File: src/rtl/fetch_stream_injector_pkg.sv
// Shared types for the fetch->decode stimulus injector: Axis payload and FSM state.
package fetch_stream_injector_pkg;

   localparam int PC_WIDTH    = 32;
   localparam int INSTR_WIDTH = 32;

   typedef logic [INSTR_WIDTH-1:0] instruction_t;

   typedef struct packed {
      logic [PC_WIDTH-1:0] program_counter;
      instruction_t        instruction;
   } fetch_to_decode_t;

   typedef enum logic [1:0] {
      IDLE,
      RUN,
      DRAIN
   } injector_state_t;

endpackage

File: src/rtl/fetch_stream_injector_if.sv
// Axis fetch->decode link and single-port instruction SRAM, one modport pair per side.
interface fetch_stream_injector_if
   import fetch_stream_injector_pkg::*;
#(
   parameter int ADDR_WIDTH = 32
) ();

   fetch_to_decode_t        tdata;
   logic                    tvalid;
   logic                    tready;

   logic [ADDR_WIDTH-1:0]   address;
   logic                    read_enable;
   instruction_t            read_data;

   modport axis_master (output tdata, output tvalid, input tready);
   modport axis_slave  (input tdata, input tvalid, output tready);
   modport sram_master (output address, output read_enable, input read_data);
   modport sram_slave  (input address, input read_enable, output read_data);

endinterface

File: src/rtl/fetch_stream_injector_sync_fifo2.sv
// Two-entry response buffer between SRAM read data and the Axis output; zero-latency head.
// Push and pop may coincide; clear_i empties it on the next edge.
module sync_fifo2
   import fetch_stream_injector_pkg::*;
(
   input  logic             clk,
   input  logic             rst_n,
   input  logic             push_i,
   input  logic             pop_i,
   input  logic             clear_i,
   input  fetch_to_decode_t data_i,
   output fetch_to_decode_t head_o,
   output logic [1:0]       count_o
);

   fetch_to_decode_t mem_q [2];
   logic             wr_ptr_q;
   logic             rd_ptr_q;
   logic [1:0]       count_q;
   logic [1:0]       count_d;

   always_comb begin
      count_d = count_q + {1'b0, push_i} - {1'b0, pop_i};
   end

   always_ff @(posedge clk or negedge rst_n) begin
      if (!rst_n) begin
         mem_q[0] <= '0;
         mem_q[1] <= '0;
         wr_ptr_q <= 1'b0;
         rd_ptr_q <= 1'b0;
         count_q  <= 2'd0;
      end else if (clear_i) begin
         wr_ptr_q <= 1'b0;
         rd_ptr_q <= 1'b0;
         count_q  <= 2'd0;
      end else begin
         if (push_i) begin
            mem_q[wr_ptr_q] <= data_i;
            wr_ptr_q        <= ~wr_ptr_q;
         end
         if (pop_i) begin
            rd_ptr_q <= ~rd_ptr_q;
         end
         count_q <= count_d;
      end
   end

   assign head_o  = mem_q[rd_ptr_q];
   assign count_o = count_q;

   // The injector's credit check must make a push into a full buffer impossible.
   assert property (@(posedge clk) disable iff (!rst_n)
      !(push_i && !clear_i && count_q == 2'd2));

endmodule

File: src/rtl/fetch_stream_injector.sv
// Reads a block of instruction words from SRAM and streams {PC, word} onto Axis toward decode.
// First word 2 cycles after start, then 1 word/cycle; reads throttle so the 2-entry buffer never overflows.
module fetch_stream_injector
   import fetch_stream_injector_pkg::*;
#(
   parameter int ADDR_WIDTH  = 32,
   parameter int COUNT_WIDTH = 16,
   parameter int FIFO_DEPTH  = 2
) (
   input  logic                   clk,
   input  logic                   rst,
   input  logic                   start,
   input  logic                   flush,
   input  logic [ADDR_WIDTH-1:0]  base_address,
   input  logic [COUNT_WIDTH-1:0] word_count,
   output logic                   busy,
   output logic                   done,
   fetch_stream_injector_if.axis_master axis_fetch_to_decode,
   fetch_stream_injector_if.sram_master sramport_instr
);

   injector_state_t        state_q, state_d;
   logic [ADDR_WIDTH-1:0]  addr_q, addr_d;
   logic [COUNT_WIDTH-1:0] count_q, count_d;
   logic [COUNT_WIDTH-1:0] issued_q, issued_d;
   logic [COUNT_WIDTH-1:0] accepted_q, accepted_d;
   logic                   done_q, done_d;
   logic                   inflight_q;
   logic [ADDR_WIDTH-1:0]  inflight_pc_q;

   logic                   read_en;
   logic                   pop;
   logic [2:0]             occupancy;
   logic [1:0]             fifo_count;
   fetch_to_decode_t       fifo_head;
   fetch_to_decode_t       fifo_in;

   assign pop = (fifo_count != 2'd0) && axis_fetch_to_decode.tready;

   // Entries held plus the one read still in flight, minus the one leaving this cycle.
   assign occupancy = {1'b0, fifo_count} + {2'b00, inflight_q} - {2'b00, pop};
   assign read_en   = (state_q == RUN) && (issued_q != count_q)
                      && (occupancy < 3'(FIFO_DEPTH)) && !flush;

   always_comb begin
      state_d    = state_q;
      addr_d     = addr_q;
      count_d    = count_q;
      issued_d   = issued_q;
      accepted_d = accepted_q;
      done_d     = 1'b0;

      if (read_en) begin
         addr_d   = addr_q + ADDR_WIDTH'(4);
         issued_d = issued_q + COUNT_WIDTH'(1);
      end
      if (pop) begin
         accepted_d = accepted_q + COUNT_WIDTH'(1);
      end

      unique case (state_q)
         IDLE: begin
            if (start && !flush) begin
               addr_d     = {base_address[ADDR_WIDTH-1:2], 2'b00};
               count_d    = word_count;
               issued_d   = '0;
               accepted_d = '0;
               if (word_count == '0) begin
                  done_d = 1'b1;
               end else begin
                  state_d = RUN;
               end
            end
         end
         RUN: begin
            if (issued_d == count_q) begin
               state_d = DRAIN;
            end
         end
         DRAIN: begin
            if (pop && accepted_d == count_q) begin
               state_d = IDLE;
               done_d  = 1'b1;
            end
         end
         default: state_d = IDLE;
      endcase

      if (flush) begin
         state_d    = IDLE;
         done_d     = 1'b0;
         issued_d   = '0;
         accepted_d = '0;
      end
   end

   always_ff @(posedge clk or negedge rst) begin
      if (!rst) begin
         state_q       <= IDLE;
         addr_q        <= '0;
         count_q       <= '0;
         issued_q      <= '0;
         accepted_q    <= '0;
         done_q        <= 1'b0;
         inflight_q    <= 1'b0;
         inflight_pc_q <= '0;
      end else begin
         state_q    <= state_d;
         addr_q     <= addr_d;
         count_q    <= count_d;
         issued_q   <= issued_d;
         accepted_q <= accepted_d;
         done_q     <= done_d;
         inflight_q <= read_en;
         if (read_en) begin
            inflight_pc_q <= addr_q;
         end
      end
   end

   always_comb begin
      fifo_in                 = '0;
      fifo_in.program_counter = PC_WIDTH'(inflight_pc_q);
      fifo_in.instruction     = sramport_instr.read_data;
   end

   sync_fifo2 u_fifo (
      .clk     (clk),
      .rst_n   (rst),
      .push_i  (inflight_q && !flush),
      .pop_i   (pop),
      .clear_i (flush),
      .data_i  (fifo_in),
      .head_o  (fifo_head),
      .count_o (fifo_count)
   );

   assign axis_fetch_to_decode.tvalid = (fifo_count != 2'd0);
   assign axis_fetch_to_decode.tdata  = fifo_head;
   assign sramport_instr.address      = addr_q;
   assign sramport_instr.read_enable  = read_en;
   assign busy                        = (state_q != IDLE);
   assign done                        = done_q;

endmodule

File: src/flat_wrapper.sv
// flat-port wrapper written by rule: the top's interface ports become plain ports
module fetch_stream_injector_flat import fetch_stream_injector_pkg::*;
#(
   parameter int ADDR_WIDTH  = 32,
   parameter int COUNT_WIDTH = 16,
   parameter int FIFO_DEPTH  = 2
)
  (clk, rst, start, flush, base_address, word_count, busy, done, axis_fetch_to_decode_tdata, axis_fetch_to_decode_tvalid, axis_fetch_to_decode_tready, sramport_instr_address, sramport_instr_read_enable, sramport_instr_read_data);
  fetch_stream_injector_if #(.ADDR_WIDTH(ADDR_WIDTH)) axis_fetch_to_decode_i ();
  fetch_stream_injector_if #(.ADDR_WIDTH(ADDR_WIDTH)) sramport_instr_i ();
  input  logic clk;
  input  logic rst;
  input  logic start;
  input  logic flush;
  input  logic [ADDR_WIDTH-1:0] base_address;
  input  logic [COUNT_WIDTH-1:0] word_count;
  output logic busy;
  output logic done;
  output wire logic [$bits(axis_fetch_to_decode_i.tdata)-1:0] axis_fetch_to_decode_tdata;
  output wire logic [$bits(axis_fetch_to_decode_i.tvalid)-1:0] axis_fetch_to_decode_tvalid;
  input wire logic [$bits(axis_fetch_to_decode_i.tready)-1:0] axis_fetch_to_decode_tready;
  output wire logic [$bits(sramport_instr_i.address)-1:0] sramport_instr_address;
  output wire logic [$bits(sramport_instr_i.read_enable)-1:0] sramport_instr_read_enable;
  input wire logic [$bits(sramport_instr_i.read_data)-1:0] sramport_instr_read_data;
  assign axis_fetch_to_decode_tdata = axis_fetch_to_decode_i.tdata;
  assign axis_fetch_to_decode_tvalid = axis_fetch_to_decode_i.tvalid;
  assign axis_fetch_to_decode_i.tready = axis_fetch_to_decode_tready;
  assign sramport_instr_address = sramport_instr_i.address;
  assign sramport_instr_read_enable = sramport_instr_i.read_enable;
  assign sramport_instr_i.read_data = sramport_instr_read_data;
  fetch_stream_injector #(.ADDR_WIDTH(ADDR_WIDTH), .COUNT_WIDTH(COUNT_WIDTH), .FIFO_DEPTH(FIFO_DEPTH)) u_core (.clk(clk), .rst(rst), .start(start), .flush(flush), .base_address(base_address), .word_count(word_count), .busy(busy), .done(done), .axis_fetch_to_decode(axis_fetch_to_decode_i), .sramport_instr(sramport_instr_i));
endmodule
File: config.mk
export PLATFORM = sky130hd
export DESIGN_NAME = fetch_stream_injector_flat
export DESIGN_NICKNAME = d
export VERILOG_FILES = /design/src/rtl/fetch_stream_injector_pkg.sv /design/src/rtl/fetch_stream_injector_if.sv /design/src/rtl/fetch_stream_injector_sync_fifo2.sv /design/src/rtl/fetch_stream_injector.sv /design/src/flat_wrapper.sv
export SDC_FILE = /design/constraint.sdc
export NUM_CORES = 1
export LEC_CHECK = 0
export CAP_MARGIN = 20
export CORE_MARGIN = 8
export CORE_UTILIZATION = 54
export DETAILED_ROUTE_END_ITERATION = 8
export MAX_ROUTING_LAYER = met4
export PLACE_DENSITY = 0.8
export REMOVE_ABC_BUFFERS = 1
export SKIP_LAST_GASP = 1
export SLEW_MARGIN = 30
export SYNTH_ARGS = -nofsm -noshare
export SYNTH_HDL_FRONTEND = slang
export SYNTH_SLANG_ARGS = --single-unit
export TNS_END_PERCENT = 20
File: constraint.sdc
create_clock -name clk -period 6.3 [get_ports clk]
set_input_delay 1.89 -clock clk [delete_from_list [all_inputs] [get_ports clk]]
set_output_delay 1.89 -clock clk [all_outputs]
set_load 0.02 [all_outputs]
Yosys cells after proc, flatten, opt, wreduce, memory -nomap -nowiden:

Cells that the tools add are included.

* register bits: 248
* latch bits: 0
* RAM bits: 0
* memory bits (read-only): 0
* bits of input ports: 85
* output and inout port bits: 100
* logic and storage cells: 91
* memories kept: 0

* add/subtract/negate cells: 7
* $mul: 0
* divide/modulo/power cells: 0
* magnitude comparators: 4
* eq/ne operators: 9
* shifts and indexed selects: 0
* muxes and demuxes: 33
* bitwise logic cells: 5
* reduce and logical (&&, ||, !) cells: 18

Operator list (count)
* $mux W64: 4
* $bwmux W128: 1
* $mux W16: 8
* $mux W32: 3
* $demux W64 S1: 1
* $add A16 B1 Y16 const B: 2
* $add A32 B3 Y32 const B: 1
* $eq A16 B16 Y1: 2
* $logic_not A16 Y1: 1
* $ne A16 B16 Y1: 1
* $mux W2: 6
* $logic_and A1 B1 Y1: 8
* $mux W1: 8
* $reduce_bool A2 Y1: 4
* $ne A3 B2 Y1 const B: 2
* $ne A3 B3 Y1 const B: 2
* $pmux W2 S3: 1
* $ge A2 B2 Y1 const B: 2
* $not A1 Y2: 2
* $reduce_and A2 Y1: 2
* $reduce_and A4 Y1: 1
* $add A2 B1 Y3: 1
* $lt A3 B2 Y1 const B: 1
* $not A1 Y1: 3
* 9 further kinds: 9

Logic depth before layout (Yosys ltp):

* depth after elaboration: 11
* gate-level depth with buffers: 14
* gate-level depth less buffers: 11

By module:

A second synthesis with hierarchy kept.

* cell total of the unflattened synthesis: 1047
* area total of the unflattened synthesis: 12444.4 µm²

By module, submodules not included
* fetch_stream_injector: times used 1, cells an instance 689, area an instance 6396.1 µm², seq. area each 2802.7 µm²
* sync_fifo2: times used 1, cells an instance 358, area an instance 6048.3 µm², seq. area each 3303.2 µm²

Worst setup path before layout:

Ideal clock, no wire load.

* path kind: input to output
* start: input port axis_fetch_to_decode_tready
* end: output port sramport_instr_read_enable
* arrival time: 4.345 ns
* data required time: 4.410 ns
* setup slack: 0.065 ns
* stages on the path: 11
* buffers on the path: 4
* cells stage by stage: o21ai_1 -> nor2_1 -> fa_1 -> xnor2_1 -> and4_1 -> clkbuf_1 -> o21ai_4 -> inv_4 -> buf_2 -> buf_1 -> buf_1

* cells in the longest elaborated chain, start to end: 5

RTL lines
* start: declaration: line flat_wrapper.sv:21 `input wire logic [$bits(axis_fetch_to_decode_i.tready)-1:0] axis_fetch_to_decode_tready;`
* $logic_and A1 B1 Y1: line fetch_stream_injector.sv:38 `assign pop = (fifo_count != 2'd0) && axis_fetch_to_decode.tready;`
* $sub A3 B1 Y3: line fetch_stream_injector.sv:41 `assign occupancy = {1'b0, fifo_count} + {2'b00, inflight_q} - {2'b00, pop};`
* $lt A3 B2 Y1: line fetch_stream_injector.sv:43 `&& (occupancy < 3'(FIFO_DEPTH)) && !flush;`
* $logic_and A1 B1 Y1 (2 in a row): line fetch_stream_injector.sv:43
* end: declaration: line flat_wrapper.sv:23 `output wire logic [$bits(sramport_instr_i.read_enable)-1:0] sramport_instr_read_enable;`

No other way between the ends.

Final worst setup path:

Same ends and word-level chain as after synthesis.

==> metrics <==
routing usage on met1=0.284; Mapped Area=11800 um^2; first-pass GRT wire length=47.1 mm; Hold WC Path Type=reg -> reg; final wirelength=roughly 29 mm; gr ovfl total=0; gr usage total=0.224; fin nets=around 1300; Clock Tree Buf Depth=3; post-route minimum period=6.04 ns; commonest non-fill, non-tap cells in the layout=239 x dfrtp_1, 198 x mux2_2, 176 x clkdlybuf4s50_1, 146 x nand2_1, 64 x nor2_1; Layout Area Growth over Synthesis=25.6%; critical path class=in -> out; CTS Buf Count=26; I/O pin count=185; Via density=5.66; outcome=complete, no violations; initial antenna violation count=1; commonest non-fill, non-tap cell in the layout=dfrtp_1; Final Slew Violations=0; CTS Hold Bufs=0; Pre-Repair DR Iteration Count=6; syn_area_per_cell=11.2 um^2; CP max stage cell=clkdlybuf4s50_1; routed len/inst=approximately 19 um; GPL Wtd Cong=0.894; slowest stage delay, CP=0.55 ns; pwr dens=~440 nW/um^2; Detail Placement HPWL=20.3 mm; Hold Vio Cnt, Final=0; die width=roughly 160 um; fmax=166 MHz; worst rel slew slack=0.408; PortBufs=178; Main synth FF type=dfrtp_1; Synth Instances=1055; largest delay contributor family on the critical path=buffers and inverters; Static Leakage=6.52 nW; Worst Skew=0.0179 ns; layer carrying the most global-route usage=met2; unrepaired setup endpoints after global routing=no; MaxCap Viol Count=0; Die Y=164 um; CTS tree=done; GR Util met2=0.365; CTS sink cnt=240; detailed-route via count=between 8000 and 9000; largest net degree at the start of global routing=119; total power=between 6 and 7 mW; flops & latches, synth=between 200 and 250; Setup crit start kind=primary input; initial core utilization=0.545; Peak VDD IR=0.000214 V; worst path cell trace=clkdlybuf4s50_1 > xor2_1 > nand2_1 > fa_1 > xnor2_1 > and4_1 > o21ai_4 > inv_4 > dlygate4sd2_1; Reg2Reg Depth=12; number of synthesized flops with an enable pin=0; Syn. warnings=0; die area=26900 um^2; DRC viols=0; crit path DAT=4.15 ns; Seq/Total Area, Yosys=0.508; Reg clk slew, reported paths=0.06 ns; Crit. path cell count=9; Fill cells=1574; met3 GRT Util=0.0318; H-tree levels=1; Setup Fix Bufs, Post-CTS=0; worst hold stages=2; CP bufs+invs=3; Setup crit end kind=output pin; Final ANT Viol Nets=0; Tcrit/Tclk final=0.959; Fin Setup TNS=0 ns; Synth async-reset ratio=1.00; Distinct cells, synth=between 70 and 80; Worst-Skew Late Latency=~0.53 ns; Root Buffer=clkbuf_16; core area=21700 um^2; share of post-route cells with drive strength above 1=0.228; vias in the first global route=~9000; Max Fanout on Critical Path=4; worst slew pin tran=0.887 ns; 1st-iter DRT viols=532; setup violators final=0; Required @ worst endpoint=approximately 4.4 ns; row cnt=54
==> worst paths after layout <==
kind	from	endpoint	slack, ns
worst max-delay path	axis_fetch_to_decode_tready	sramport_instr_read_enable	0.26
worst min-delay path	u_core.inflight_pc_q[25]$_DFFE_PN0N_	u_core.inflight_pc_q[25]$_DFFE_PN0N_	0.50
worst max register to register	u_core.u_fifo.count_o[1]$_DFF_PN0_	u_core.state_q[1]$_DFFE_PN0P_	2.56
worst min register to register	u_core.inflight_pc_q[25]$_DFFE_PN0N_	u_core.inflight_pc_q[25]$_DFFE_PN0N_	0.50
max in group asynchronous	rst	u_core.sramport_instr.address[27]$_DFF_PN0_	3.71
min in group asynchronous	rst	u_core.u_fifo.mem_q[28]$_DFFE_PN0P_	1.25
==> Yosys cell counts, drive strengths merged, types with 5 or more instances <==
master,count,area (um^2)
a21oi,8,40.0
and4,6,52.6
clkbuf,40,151
ha,5,62.6
nor3,12,60.1
buf,23,123
nand3,19,95.1
nor4,14,115
or2,6,37.5
dfrtp,240,6010
xnor2,49,429
inv,17,66.3
o211ai,5,42.5
nand2,147,552
nand4,18,134
nor3b,7,52.6
xor2,42,375
o21ai,46,241
nor2b,8,50.1
mux2,199,2240
and2,5,31.3
and3,15,93.8
nor2,64,240
==> state kept, by name, summed over array words and instances, names as in the netlist, 2 cells and up <==
| register | flops |
|---|---|
| u_core.accepted_q | 16 |
| u_core.count_q | 16 |
| u_core.inflight_pc_q | 30 |
| u_core.issued_q | 16 |
| u_core.sramport_instr.address | 30 |
| u_core.state_q | 2 |
| u_core.u_fifo.count_o | 2 |
| u_core.u_fifo.mem_q | 124 |
==> worst reg2reg max path: stages (launching register included) <==
cell	delay, ns
dfrtp_1	0.50
o21ai_1	0.21
nor2_1	0.08
fa_1	0.41
xnor2_1	0.20
and4_1	0.33
o21ai_4	0.10
inv_4	0.07
buf_4	0.52
mux2i_1	0.29
nand4b_1	0.15
or4b_1	0.56
o31ai_1	0.24
==> cell families (layout without fill, tap and decap cells) <==
group	count (synthesis)	in the layout	synth area share
fa+ha+maj	6	6	0.00699
simple gates	338	338	0.140
compound gates	96	96	0.0547
xor+xnor	91	91	0.0681
mux	203	203	0.193
buf+inv	80	258	0.0288
flops	240	240	0.508
other cells	1	6	0.000317
==> cell type report <==
cell class,instances,area (um^2),share of cell area
timing repair buffer,194,1930,0.130
tap,280,350,0.0236
sequential,240,6010,0.405
multi-input combinational,738,5500,0.371
clock inverter,15,262,0.0176
inverter,17,66.3,0.00447
antenna,2,5.00,0.000337
clock buffer,32,724,0.0488
==> routing by layer <==
metal,vias up,part of all wire
li1,4004,-
met2,228,0.49
met1,4303,0.43
met5,-,0
met3,61,0.048
met4,0,0.031
==> what timing repair did <==
item | CTS | global route
gates resized for setup | 1 | 0
endpoints found under the hold margin | 0 | 0
endpoints found under the setup margin | 1 | 0
==> metrics by stage <==
step,hold slack [ns],util,setup slack [ns],std cells,area [um^2]
2_1_floorplan,0.459,-,0.649,995,11600
3_3_place_gp,0.478,0.637,0.0570,1468,13800
3_5_place_dp,0.483,0.637,-0.00176,1468,13800
4_1_cts,0.498,0.683,0.261,1515,14800
5_1_grt,0.517,0.684,0.0731,1517,14800
6_report,0.496,0.684,0.261,1518,14800
==> power breakdown <==
| group | internal [mW] | total (mW) | switching (mW) |
|---|---|---|---|
| Sequential | 2.03 | 2.41 | 0.379 |
| Clock | 1.10 | 1.73 | 0.629 |
| Combinational | 1.23 | 2.34 | 1.11 |
| Total | 4.36 | 6.48 | 2.12 |
Note: power is estimated with default switching activity, not from simulation.
